## config.mk

```make
export PLATFORM = sky130hd
export DESIGN_NAME = result_stream_framer
export DESIGN_NICKNAME = d
export VERILOG_FILES = /design/src/rtl/result_stream_pkg.sv /design/src/rtl/stream_out_reg.sv /design/src/rtl/result_stream_framer.sv
export SDC_FILE = /design/constraint.sdc
export NUM_CORES = 1
export LEC_CHECK = 0
export ABC_AREA = 1
export BUFFER_PORTS_ARGS = -buffer_cell sky130_fd_sc_hd__buf_2
export CAP_MARGIN = 20
export CORE_MARGIN = 4
export CORE_UTILIZATION = 45
export CTS_CLUSTER_DIAMETER = 150
export CTS_CLUSTER_SIZE = 20
export DETAILED_ROUTE_END_ITERATION = 7
export GPL_TIMING_DRIVEN = 0
export PLACE_DENSITY = 0.75
export SLEW_MARGIN = 40
export SYNTH_ARGS = -nofsm -noshare
export SYNTH_HDL_FRONTEND = slang
export SYNTH_SLANG_ARGS = --single-unit
```

## constraint.sdc

```tcl
create_clock -name clk -period 1.6 [get_ports clk]
set_input_delay 0.16 -clock clk [delete_from_list [all_inputs] [get_ports clk]]
set_output_delay 0.16 -clock clk [all_outputs]
set_load 0.02 [all_outputs]
```

## src/rtl/result_stream_pkg.sv

```systemverilog
// ============================================================================
// Module      : result_stream_pkg
// Description : Shared types, constants and saturation helpers for the
//               decode-result stream framer.
// Revision    : 1.0 - initial release
// ============================================================================
`default_nettype none

package result_stream_pkg;

  typedef enum logic [2:0] {
    IDLE   = 3'd0,
    HEADER = 3'd1,
    BODY   = 3'd2,
    COUNT  = 3'd3,
    TERM   = 3'd4
  } state_t;

  localparam logic [31:0] TERMINATOR_WORD = 32'hFFFF_FFFF;
  localparam logic [7:0]  COUNT_TAG       = 8'hFE;

  function automatic logic [15:0] sat16(input logic [31:0] v);
    return (v > 32'h0000_FFFF) ? 16'hFFFF : v[15:0];
  endfunction

  function automatic logic [7:0] sat8(input logic [31:0] v);
    return (v > 32'h0000_00FF) ? 8'hFF : v[7:0];
  endfunction

endpackage

`default_nettype wire

```

## src/rtl/stream_out_reg.sv

```systemverilog
// ============================================================================
// Module      : stream_out_reg
// Description : Single-stage 32-bit valid/ready output register with a
//               can_load flag (empty, or being drained this cycle).
// Revision    : 1.0 - initial release
// ============================================================================
`default_nettype none

module stream_out_reg (
  input  logic        clk,
  input  logic        reset,
  input  logic        i_load,
  input  logic [31:0] i_data,
  input  logic        i_ready,
  output logic [31:0] o_data,
  output logic        o_valid,
  output logic        o_can_load
);

  logic [31:0] r_data;
  logic        r_valid;

  assign o_data     = r_data;
  assign o_valid    = r_valid;
  assign o_can_load = !r_valid || i_ready;

  always_ff @(posedge clk) begin
    if (reset) begin
      r_data  <= 32'h0;
      r_valid <= 1'b0;
    end else if (i_load) begin
      r_data  <= i_data;
      r_valid <= 1'b1;
    end else if (i_ready) begin
      r_valid <= 1'b0;
    end
  end

endmodule

`default_nettype wire

```

## src/rtl/result_stream_framer.sv

```systemverilog
// ============================================================================
// Module      : result_stream_framer
// Description : Frames one decode result as header, entries, count and
//               0xFFFFFFFF terminator onto a 32-bit valid/ready stream.
// Revision    : 1.0 - initial release
// ============================================================================
`default_nettype none

module result_stream_framer
  import result_stream_pkg::*;
#(
  parameter int X_BIT_WIDTH = 4,
  parameter int Z_BIT_WIDTH = 3,
  parameter int U_BIT_WIDTH = 4
) (
  input  logic                   clk,
  input  logic                   reset,
  input  logic                   start_valid,
  output logic                   start_ready,
  input  logic [31:0]            start_cycles,
  input  logic [31:0]            start_iterations,
  input  logic                   start_empty,
  input  logic                   corr_valid,
  output logic                   corr_ready,
  input  logic [X_BIT_WIDTH-1:0] corr_x,
  input  logic [Z_BIT_WIDTH-1:0] corr_z,
  input  logic [U_BIT_WIDTH-1:0] corr_u,
  input  logic                   corr_last,
  output logic [31:0]            output_data,
  output logic                   output_valid,
  input  logic                   output_ready
);

  state_t      r_state;
  logic        r_empty;
  logic        r_word_loaded;
  logic [15:0] r_count;

  logic        w_can_load;
  logic        w_load;
  logic [31:0] w_load_data;
  logic        w_start_hs;
  logic        w_corr_hs;
  logic        w_out_hs;
  logic [31:0] w_header_word;
  logic [31:0] w_entry_word;
  logic [31:0] w_count_word;

  assign start_ready = (r_state == IDLE);
  assign corr_ready  = (r_state == BODY) && w_can_load;
  assign w_start_hs  = start_valid && start_ready;
  assign w_corr_hs   = corr_valid && corr_ready;
  assign w_out_hs    = output_valid && output_ready;

  // Every word with [31:24] of 0x00 or 0xFE can never alias the terminator.
  assign w_header_word = {8'h00, sat8(start_iterations), sat16(start_cycles)};
  assign w_entry_word  = {8'h00, 8'(corr_u), 8'(corr_x), 8'(corr_z)};
  assign w_count_word  = {COUNT_TAG, 8'h00, r_count};

  always_comb begin
    w_load      = 1'b0;
    w_load_data = 32'h0;
    case (r_state)
      IDLE: begin
        if (w_start_hs) begin
          w_load      = 1'b1;
          w_load_data = w_header_word;
        end
      end
      HEADER: begin
        if (w_out_hs && r_empty) begin
          w_load      = 1'b1;
          w_load_data = w_count_word;
        end
      end
      BODY: begin
        if (w_corr_hs) begin
          w_load      = 1'b1;
          w_load_data = w_entry_word;
        end
      end
      COUNT: begin
        if (!r_word_loaded && w_can_load) begin
          w_load      = 1'b1;
          w_load_data = w_count_word;
        end else if (r_word_loaded && w_out_hs) begin
          w_load      = 1'b1;
          w_load_data = TERMINATOR_WORD;
        end
      end
      default: begin
        w_load      = 1'b0;
        w_load_data = 32'h0;
      end
    endcase
  end

  // r_word_loaded tracks whether the count word already sits in the output register.
  always_ff @(posedge clk) begin
    if (reset) begin
      r_state       <= IDLE;
      r_empty       <= 1'b0;
      r_word_loaded <= 1'b0;
      r_count       <= 16'h0;
    end else begin
      if (w_corr_hs && (r_count != 16'hFFFF)) begin
        r_count <= r_count + 16'd1;
      end
      case (r_state)
        IDLE: begin
          if (w_start_hs) begin
            r_state       <= HEADER;
            r_empty       <= start_empty;
            r_count       <= 16'h0;
            r_word_loaded <= 1'b0;
          end
        end
        HEADER: begin
          if (w_out_hs) begin
            r_state       <= r_empty ? COUNT : BODY;
            r_word_loaded <= r_empty;
          end
        end
        BODY: begin
          if (w_corr_hs && corr_last) begin
            r_state       <= COUNT;
            r_word_loaded <= 1'b0;
          end
        end
        COUNT: begin
          if (!r_word_loaded && w_can_load) begin
            r_word_loaded <= 1'b1;
          end else if (r_word_loaded && w_out_hs) begin
            r_state <= TERM;
          end
        end
        TERM: begin
          if (w_out_hs) begin
            r_state <= IDLE;
          end
        end
        default: r_state <= IDLE;
      endcase
    end
  end

  stream_out_reg u_out_reg (
    .clk        (clk),
    .reset      (reset),
    .i_load     (w_load),
    .i_data     (w_load_data),
    .i_ready    (output_ready),
    .o_data     (output_data),
    .o_valid    (output_valid),
    .o_can_load (w_can_load)
  );

endmodule

`default_nettype wire

```

==> metrics.txt, run 1 <==
r2r startpoint=r_state[0]$_SDFFE_PP0P_; Initial Util=46.08%; min Tclk post-route=between 1500 and 2000 ps; Critical Path AT=roughly 1800 ps; clk_lat worst skew=between 300 and 400 ps; commonest non-fill, non-tap cells in the layout=116 x buf_2, 101 x nand2_1, 98 x nor2_1, 48 x inv_1, 35 x dfxtp_1; first-pass GRT wire length=about 15,000 um; num rows=30; hpwl dp=between 7000 and 8000 um; reg2reg path depth=6; Num CTS Buffers=5; Root Driver=clkbuf_8; post-route setup slack=around 35 ps; CTS H-tree lvls=2; top fanout value on the critical path=8; # hold bufs at CTS=0; WS Path Type=register to register; Post-Route WL=roughly 9300 um; pwr dens=~1400 mW/mm^2; Post-Syn Nets=about 570; synthesized netlist cell count=482; gr ovfl total=0; max-slew violation count=0; dpl ws=-188.1 ps; via count=3,513; final core occ=a little over 60%; Total Die Area=0.008355 mm^2; cell area after synthesis=around 0.0031 mm^2; CP max stage cell=dfxtp_4; Top-Level Pins=~120; mean post-synth cell area=between 6 and 7 um^2; Final Hold Violating Endpoints=0; worst flop-to-flop path endpoint=r_count[4]$_SDFF_PP0_; port bufs=between 100 and 150; Max-Cap Viols=0; Compound-Gate Fraction of Synth Area=between 15 and 20%; critical path launch point type=register; vias in the first global route=about 3,100; Sink Count=48; total power=roughly 6 mW; DRC Markers=0; simple-gate share of the synthesized area=39.37%; worst vdd ir=about 0.0005 V; Post-Synth Adder-Cell Area=0.3997%; CP startpoint=r_state[0]$_SDFFE_PP0P_; commonest non-fill, non-tap cell in the layout=buf_2; Reg2Reg Setup Slack=~35 ps; layout cells sized above 1=36.61%; mux cell area share after synthesis=0%; Fillers=approximately 650; die height=about 91 um; Slew @ Worst Pin=between 600 and 700 ps; Max Root-Sink Buffers=2; RSZ-0062 raised after global routing=yes; Total GRT Usage=21.01%; Synth cell types=36; vias per cell=slightly below 5; CTS tree=done; worst rel slew slack=between 50% and 60%; FMAX=roughly 640 MHz; core area=roughly 0.0068 mm^2; CP Capture Type=register; Clock transition at path regs=90 ps; setup violators final=0; leakage power=2.029 nW; crit path to=r_count[4]$_SDFF_PP0_; Post-Synth XOR/XNOR Area=under 10%; Tcrit/Tclk final=97.80%; Die Width=a little over 90 um; status=complete, no violations; synthesis warning total=0; initial DRC count=198; Yosys reg bits=48; largest family of logic cells by synthesized area=simple AND/OR/NAND/NOR gates; antenna-violating nets left=0; final net count=703; first-pass iteration count of the detailed router=4; Largest stage delay, worst path=roughly 390 ps; Antenna diodes=0; Syn-to-layout area delta=33.89%; crit-path cells=nor2_2 -> nand4_4 -> nor2_4 -> buf_6 -> nand3b_1 -> a21oi_1; initial antenna violation count=0; DR WL/cell=12.98 um; Critical Path RT=1830 ps; Clock Skews=around 11 ps; Hold Crit Class=input port to register; RePlAce Congestion=~0.90; sequential-to-total area share from yosys stat=just over 30%; largest net degree at the start of global routing=15
worst max-delay path, delay by kind of cell (launching register included):
kind                   cells  cell delay [ps]
and+or+nand+nor            4              760
AOI/OAI and AO/OA          1              160
DFF                        1              390
buffers and inverters      1              170
state kept, by name, summed over array words and instances, names as in the netlist:
register	count
u_out_reg.o_data	26
r_empty	1
u_out_reg.o_valid	1
r_state	3
r_count	16
r_word_loaded	1
layer usage:
layer  vias to the layer above  wire length [um]  GRT usage [%]
met1                      1544              3926          26.81
met3                        14               776          4.308
li1                       1798                 -              -
met2                       157              4437          35.18
met4                         0               152          6.910
met5                         -                 0              0
worst min path at each step:
| stage | start | to | slack (ps) | cells past startpoint |
|---|---|---|---|---|
| 2_1_floorplan | start_empty | r_empty$_SDFFE_PP0P_ | 350 | 2 |
| 3_3_place_gp | start_iterations[4] | u_out_reg.o_data[20]$_SDFFE_PP0P_ | 450 | 3 |
| 3_5_place_dp | r_empty$_SDFFE_PP0P_ | r_empty$_SDFFE_PP0P_ | 460 | 2 |
| 4_1_cts | start_iterations[4] | u_out_reg.o_data[20]$_SDFFE_PP0P_ | 150 | 3 |
| 5_1_grt | start_iterations[5] | u_out_reg.o_data[21]$_SDFFE_PP0P_ | 160 | 3 |
| 6_report | start_iterations[4] | u_out_reg.o_data[20]$_SDFFE_PP0P_ | 140 | 3 |
where the power goes:
part | internal (mW) | switching (mW)
Sequential | 1.53 | 0.269
Combinational | 1.22 | 1.88
Clock | 0.615 | 0.418
cell families after synthesis:
family | after synthesis
buffers and inverters | 78
DFF | 48
and+or+nand+nor | 267
adders and majority gates | 1
xor gates and xnor gates | 6
AOI/OAI and AO/OA | 82
cell usage after synthesis (all sizes together):
cell type / number / share of area [%]
nand2: 110 / 14
xnor2: 3 / 0.84
inv: 57 / 7.1
nand3b: 6 / 1.8
a31oi: 1 / 0.20
nor3b: 1 / 0.40
dfxtp: 48 / 31
nor2: 110 / 15
clkbuf: 4 / 0.48
a21oi: 29 / 5.5
nand3: 29 / 5.0
o21ai: 51 / 9.4
ha: 1 / 0.40
xor2: 3 / 0.84
buf: 17 / 4.9
nor3: 5 / 1.2
a211oi: 1 / 0.40
nand4: 6 / 1.7
final cells by class:
type	count	area (um^2)	area share (%)
clock inverters	2	60.06	1.433
clock buffers	5	68.82	1.642
inverters	57	221.5	5.284
plain buffers	21	172.7	4.119
multi-input cells	356	1856	44.27
repair buffers	131	703.2	16.78
flip-flops and latches	48	989.7	23.61
well taps	96	120.1	2.866
through the flow:
step                hold WS [ps]  TNS (ps)  instance area (um^2)  cells
finish                     144.2         0                  4192    716
global route               156.3    -172.8                  4192    716
CTS                        145.7         0                  3988    701
detailed placement         460.1     -3016                  3826    693
global placement           448.8     -2392                  3826    693
floorplan                  350.0         0                  3131    482
what timing repair did:
action                     CTS  global route
pin swaps                    3             9
buffers inserted             0            13
resized for setup           14            33
hold endpoints to repair     0             0
setup endpoints to repair   31            42
cloned                       1             2
Power figures use the tool's default switching activity.
==> inputs of run 2 (changes only) <==
Settings changed: CORE_UTILIZATION 45 to 54, PLACE_DENSITY 0.75 to 0.85.
Clock period 1.6 ns to 2 ns, I/O delays scaled along.
==> run 2 against run 1 <==
- global-route usage grew 2.6 points
- maximum frequency fell by 15%
- via count decreased by 1.1%
- clock skew rose by 2.8 ps
- utilization rose by 8.6 points
==> metrics.txt, run 2 (same netlist as run 1, synthesis figures left out) <==
status=complete, no violations; leakage power=between 1.5 and 2 nW; postcts setup bufs=0; Final Hold Violating Endpoints=0; WS Path Type=register to register; RSZ-0062 raised after global routing=no; Tcrit/Tclk final=91.99%; Sink Count=between 40 and 50; Buf/Inv on CP=2; Num CTS Buffers=5; initial DRC count=around 170; Slew @ Worst Pin=approximately 620 ps; initial antenna violation count=0; dpl ws=approximately 140 ps; max reg flops=26; largest net degree at the start of global routing=17; grt met1 use=just under 30%; Largest stage delay, worst path=~470 ps; first-pass iteration count of the detailed router=5; vias in the first global route=3,212; hpwl dp=just under 7000 um; Antenna diodes=0; Post-Route WL=8482 um; Max Root-Sink Buffers=2; Critical Path AT=approximately 2000 ps; layout cells sized above 1=~30%; clk_lat worst skew=roughly 310 ps; critical path launch point type=register; core area=between 0.005 and 0.006 mm^2; Fillers=~490; Max-Cap Viols=0; crit-path most repeated cell=nor2_2; gr ovfl total=0; Total GRT Usage=between 20% and 30%; antenna-violating nets left=0; CTS H-tree lvls=2; post-route setup slack=between 150 and 200 ps; first-pass GRT wire length=14,000 um; DR WL/cell=12.53 um; commonest non-fill, non-tap cells in the layout=116 x buf_2, 105 x nand2_1, 100 x nor2_1, 52 x inv_1, 47 x dfxtp_1; design area=about 0.0039 mm^2; CP top delay family=simple AND/OR/NAND/NOR gates; M3 GR Usage=around 4%; CP max stage cell=dfxtp_1; Reg2Reg Setup Slack=160 ps; Root Driver=clkbuf_8; via count=about 3,500; min Tclk post-route=roughly 1800 ps; CTS tree=done; placed cell areas=0.003796 mm^2; Syn-to-layout area delta=25.10%; Hold Crit Class=input port to register; top fanout value on the critical path=10; Critical Path RT=around 2200 ps; CP Capture Type=register; Top-Level Pins=roughly 120; vias per cell=5.134; num rows=27; port bufs=115; max-slew violation count=0; final net count=687; Initial Util=between 50% and 60%; pwr dens=between 1000 and 1500 mW/mm^2; # hold bufs at CTS=0; commonest non-fill, non-tap cell in the layout=buf_2; Total Die Area=~0.0071 mm^2; FMAX=~540 MHz; busiest layer in global routing=met2; cts repair resizes=0; crit-path cells=ha_1 -> inv_1 -> nor2_2 -> nand2_1 -> nor2_2 -> nor2_4 -> buf_4 -> o21ai_1 -> nor2_1; DRC Markers=0; GR Util met2=41.10%; RePlAce Congestion=slightly above 0.9; Clock transition at path regs=about 100 ps; Die Width=roughly 84 um; Clock Skews=between 10 and 15 ps; worst rel slew slack=58.58%; setup violators final=0; setup_tns=0 ps; die height=84.14 um; worst vdd ir=between 0.0005 and 0.0006 V
-- run 2: cell types whose count changed in the layout (fill, tap and decap cells not counted), moves of 5 or more --
| cell | before | now |
|---|---|---|
| buf_4 | 24 | 11 |
| dfxtp_1 | 35 | 47 |
| dfxtp_2 | 8 | 1 |
| dfxtp_4 | 5 | 0 |
-- run 2: worst paths after layout --
| kind | cells after the start | startpoint | to |
|---|---|---|---|
| worst max-delay path | 9 | r_count[1]$_SDFF_PP0_ | r_count[9]$_SDFF_PP0_ |
| worst max register to register | 9 | r_count[1]$_SDFF_PP0_ | r_count[9]$_SDFF_PP0_ |
| worst min register to register | 2 | u_out_reg.o_data[24]$_SDFFE_PP0P_ | u_out_reg.o_data[24]$_SDFFE_PP0P_ |
| worst min-delay path | 3 | start_empty | r_empty$_SDFFE_PP0P_ |
-- run 2: stage by stage --
step	util [%]	hold slack [ps]	power (mW)	cells
4_1_cts	70.17	179.0	4.449	677
2_1_floorplan	-	390.0	3.100	482
5_1_grt	70.26	205.2	4.768	677
6_report	70.26	182.7	4.435	677
3_5_place_dp	68.10	456.4	3.713	669
3_3_place_gp	68.10	452.4	3.652	669
-- run 2: worst min-delay path, delay by kind of cell --
family	cells	cell delay (ps)
AOI/OAI and AO/OA	2	170
buffers and inverters	1	90
-- run 2: final cells by class --
class | instances | area [um^2] | area share, %
Timing Repair Buffer | 115 | 575.6 | 14.70
Buffer | 21 | 167.7 | 4.281
Sequential cell | 48 | 962.2 | 24.57
Tap cell | 72 | 90.09 | 2.300
Multi-Input combinational cell | 356 | 1784 | 45.56
Inverter | 57 | 221.5 | 5.655
Clock inverter | 3 | 46.29 | 1.182
Clock buffer | 5 | 68.82 | 1.757
-- run 2: metal layers --
layer	share of wire, %	wire (um)
met5	0	0
met4	1.7	148
met3	9.0	767
met2	48	4076
met1	41	3490
-- run 2: report_power, final --
part	internal (mW)	total, mW	switching (mW)
logic	0.857	2.29	1.43
clock network	0.377	0.730	0.353
registers	1.21	1.42	0.209
==> inputs of run 3 (changes only) <==
Settings changed: CORE_ASPECT_RATIO from default to 1.4.
==> run 3 against run 2 <==
- combinational power about the same
- utilization fell by 0.20 points
- maximum frequency is 1.8% higher
- sequential power about the same
- largest cell class unchanged
==> metrics.txt, run 3 (same netlist as run 1, synthesis figures left out) <==
clk_lat worst skew=approximately 300 ps; Total GRT Usage=24.22%; vias in the first global route=3,277; WS Path Type=register to register; layout cells sized above 1=between 30 and 40%; initial DRC count=roughly 120; Critical Path RT=about 2200 ps; first-pass GRT wire length=between 10,000 and 15,000 um; top fanout value on the critical path=10; commonest non-fill, non-tap cells in the layout=116 x buf_2, 105 x nand2_1, 100 x nor2_1, 52 x inv_1, 48 x dfxtp_1; CP top delay family=simple AND/OR/NAND/NOR gates; pwr dens=1130 mW/mm^2; # hold bufs at CTS=0; Initial Util=between 50% and 60%; Post-Route WL=8604 um; min Tclk post-route=about 1800 ps; total power=around 4.4 mW; setup violators final=0; die height=approximately 98 um; Slew @ Worst Pin=approximately 630 ps; cts repair resizes=0; setup_tns=0 ps; CP max stage cell=dfxtp_1; Syn-to-layout area delta=24.54%; port bufs=~120; Max-Cap Viols=0; postcts setup bufs=0; RePlAce Congestion=just under 0.9; Clock transition at path regs=~80 ps; Die Width=just over 70 um; Max Root-Sink Buffers=2; antenna-violating nets left=0; crit-path most repeated cell=nor2_2; Final Hold Violating Endpoints=0; Root Driver=clkbuf_8; commonest non-fill, non-tap cell in the layout=buf_2; critical path launch point type=register; Tcrit/Tclk final=90.37%; DRC Markers=0; max reg flops=26; Fillers=500; DR WL/cell=about 13 um; leakage power=about 1.9 nW; core area=between 0.005 and 0.006 mm^2; Sink Count=48; FMAX=roughly 550 MHz; Hold Crit Class=input port to register; Total Die Area=roughly 0.0071 mm^2; max-slew violation count=0; Antenna diodes=0; vias per cell=approximately 5.0; worst vdd ir=between 0.0006 and 0.0007 V; hpwl dp=roughly 7000 um; RSZ-0062 raised after global routing=no; final net count=approximately 700; Num CTS Buffers=5; via count=about 3,400; first-pass iteration count of the detailed router=4; CTS tree=done; initial antenna violation count=0; Largest stage delay, worst path=460 ps; Critical Path AT=approximately 2000 ps; crit-path cells=ha_1 -> inv_1 -> nor2_2 -> nand2_1 -> nor2_2 -> nor2_4 -> buf_4 -> a21oi_1 -> nor2_1; status=complete, no violations; num rows=32; Buf/Inv on CP=2; largest net degree at the start of global routing=15; Top-Level Pins=about 120; worst rel slew slack=about 58%; CTS H-tree lvls=2; gr ovfl total=0; Clock Skews=approximately 3.6 ps; CP Capture Type=register
-- run 3: cell count changes in the layout (fill, tap and decap cells not counted), sizes merged --
| cell | change |
|---|---|
| inv | -1 |
| clkbuf | +1 |
| clkinv | +1 |
| clkinvlp | -1 |
-- run 3: layout make-up --
class / count / area [um^2] / share of cell area [%]
Buffer: 21 / 167.7 / 4.300
Clock buffer: 6 / 72.57 / 1.861
Clock inverter: 2 / 35.03 / 0.8986
Inverter: 57 / 221.5 / 5.680
Multi-Input combinational cell: 356 / 1780 / 45.67
Sequential cell: 48 / 960.9 / 24.65
Tap cell: 68 / 85.08 / 2.182
Timing Repair Buffer: 115 / 575.6 / 14.76
-- run 3: layer usage --
metal / up-vias / wire [um] / track usage (%) / share of wire [%]
met5: - / 0 / 0 / 0
met4: 0 / 158 / 9.117 / 1.8
met3: 14 / 583 / 3.708 / 6.8
met2: 106 / 4623 / 47.30 / 54
met1: 1502 / 3238 / 24.70 / 38
li1: 1760 / - / - / -
-- run 3: worst paths after layout --
kind / start / end / slack [ps] / cells past startpoint
setup / recovery: r_count[0]$_SDFF_PP0_ / r_count[11]$_SDFF_PP0_ / 190 / 9
hold / removal: start_empty / r_empty$_SDFFE_PP0P_ / 180 / 3
setup reg to reg: r_count[0]$_SDFF_PP0_ / r_count[11]$_SDFF_PP0_ / 190 / 9
hold reg to reg: r_empty$_SDFFE_PP0P_ / r_empty$_SDFFE_PP0P_ / 480 / 2
-- run 3: worst register-to-register path, delay by kind of cell, from the launching register on --
family / cells / cell delay [ps]
flip-flops: 1 / 460
buffers and inverters: 2 / 270
adder cells (fa/ha/maj): 1 / 210
AO/OA/AOI/OAI: 1 / 140
AND/OR/NAND/NOR: 5 / 650
-- run 3: where the power goes --
part           switching (mW)  total, mW  leakage [nW]  internal (mW)
Clock                   0.316      0.688        0.0552          0.371
Sequential              0.207       1.42         0.393           1.21
Combinational            1.44       2.30          1.45          0.857
Total                    1.97       4.41          1.90           2.44
-- run 3: through the flow --
| stage | utilization, % | hold WS, ps | instances | setup WS, ps | area, um^2 |
|---|---|---|---|---|---|
| 6_report | 70.05 | 180.1 | 673 | 192.5 | 3899 |
| 5_1_grt | 70.05 | 205.6 | 673 | 7.942 | 3899 |
| 4_1_cts | 70.05 | 170.9 | 673 | 202.2 | 3899 |
| 3_5_place_dp | 68.12 | 466.7 | 665 | 219.5 | 3791 |
| 3_3_place_gp | 68.12 | 451.5 | 665 | 276.0 | 3791 |
| 2_1_floorplan | - | 390.0 | 482 | 431.7 | 3131 |
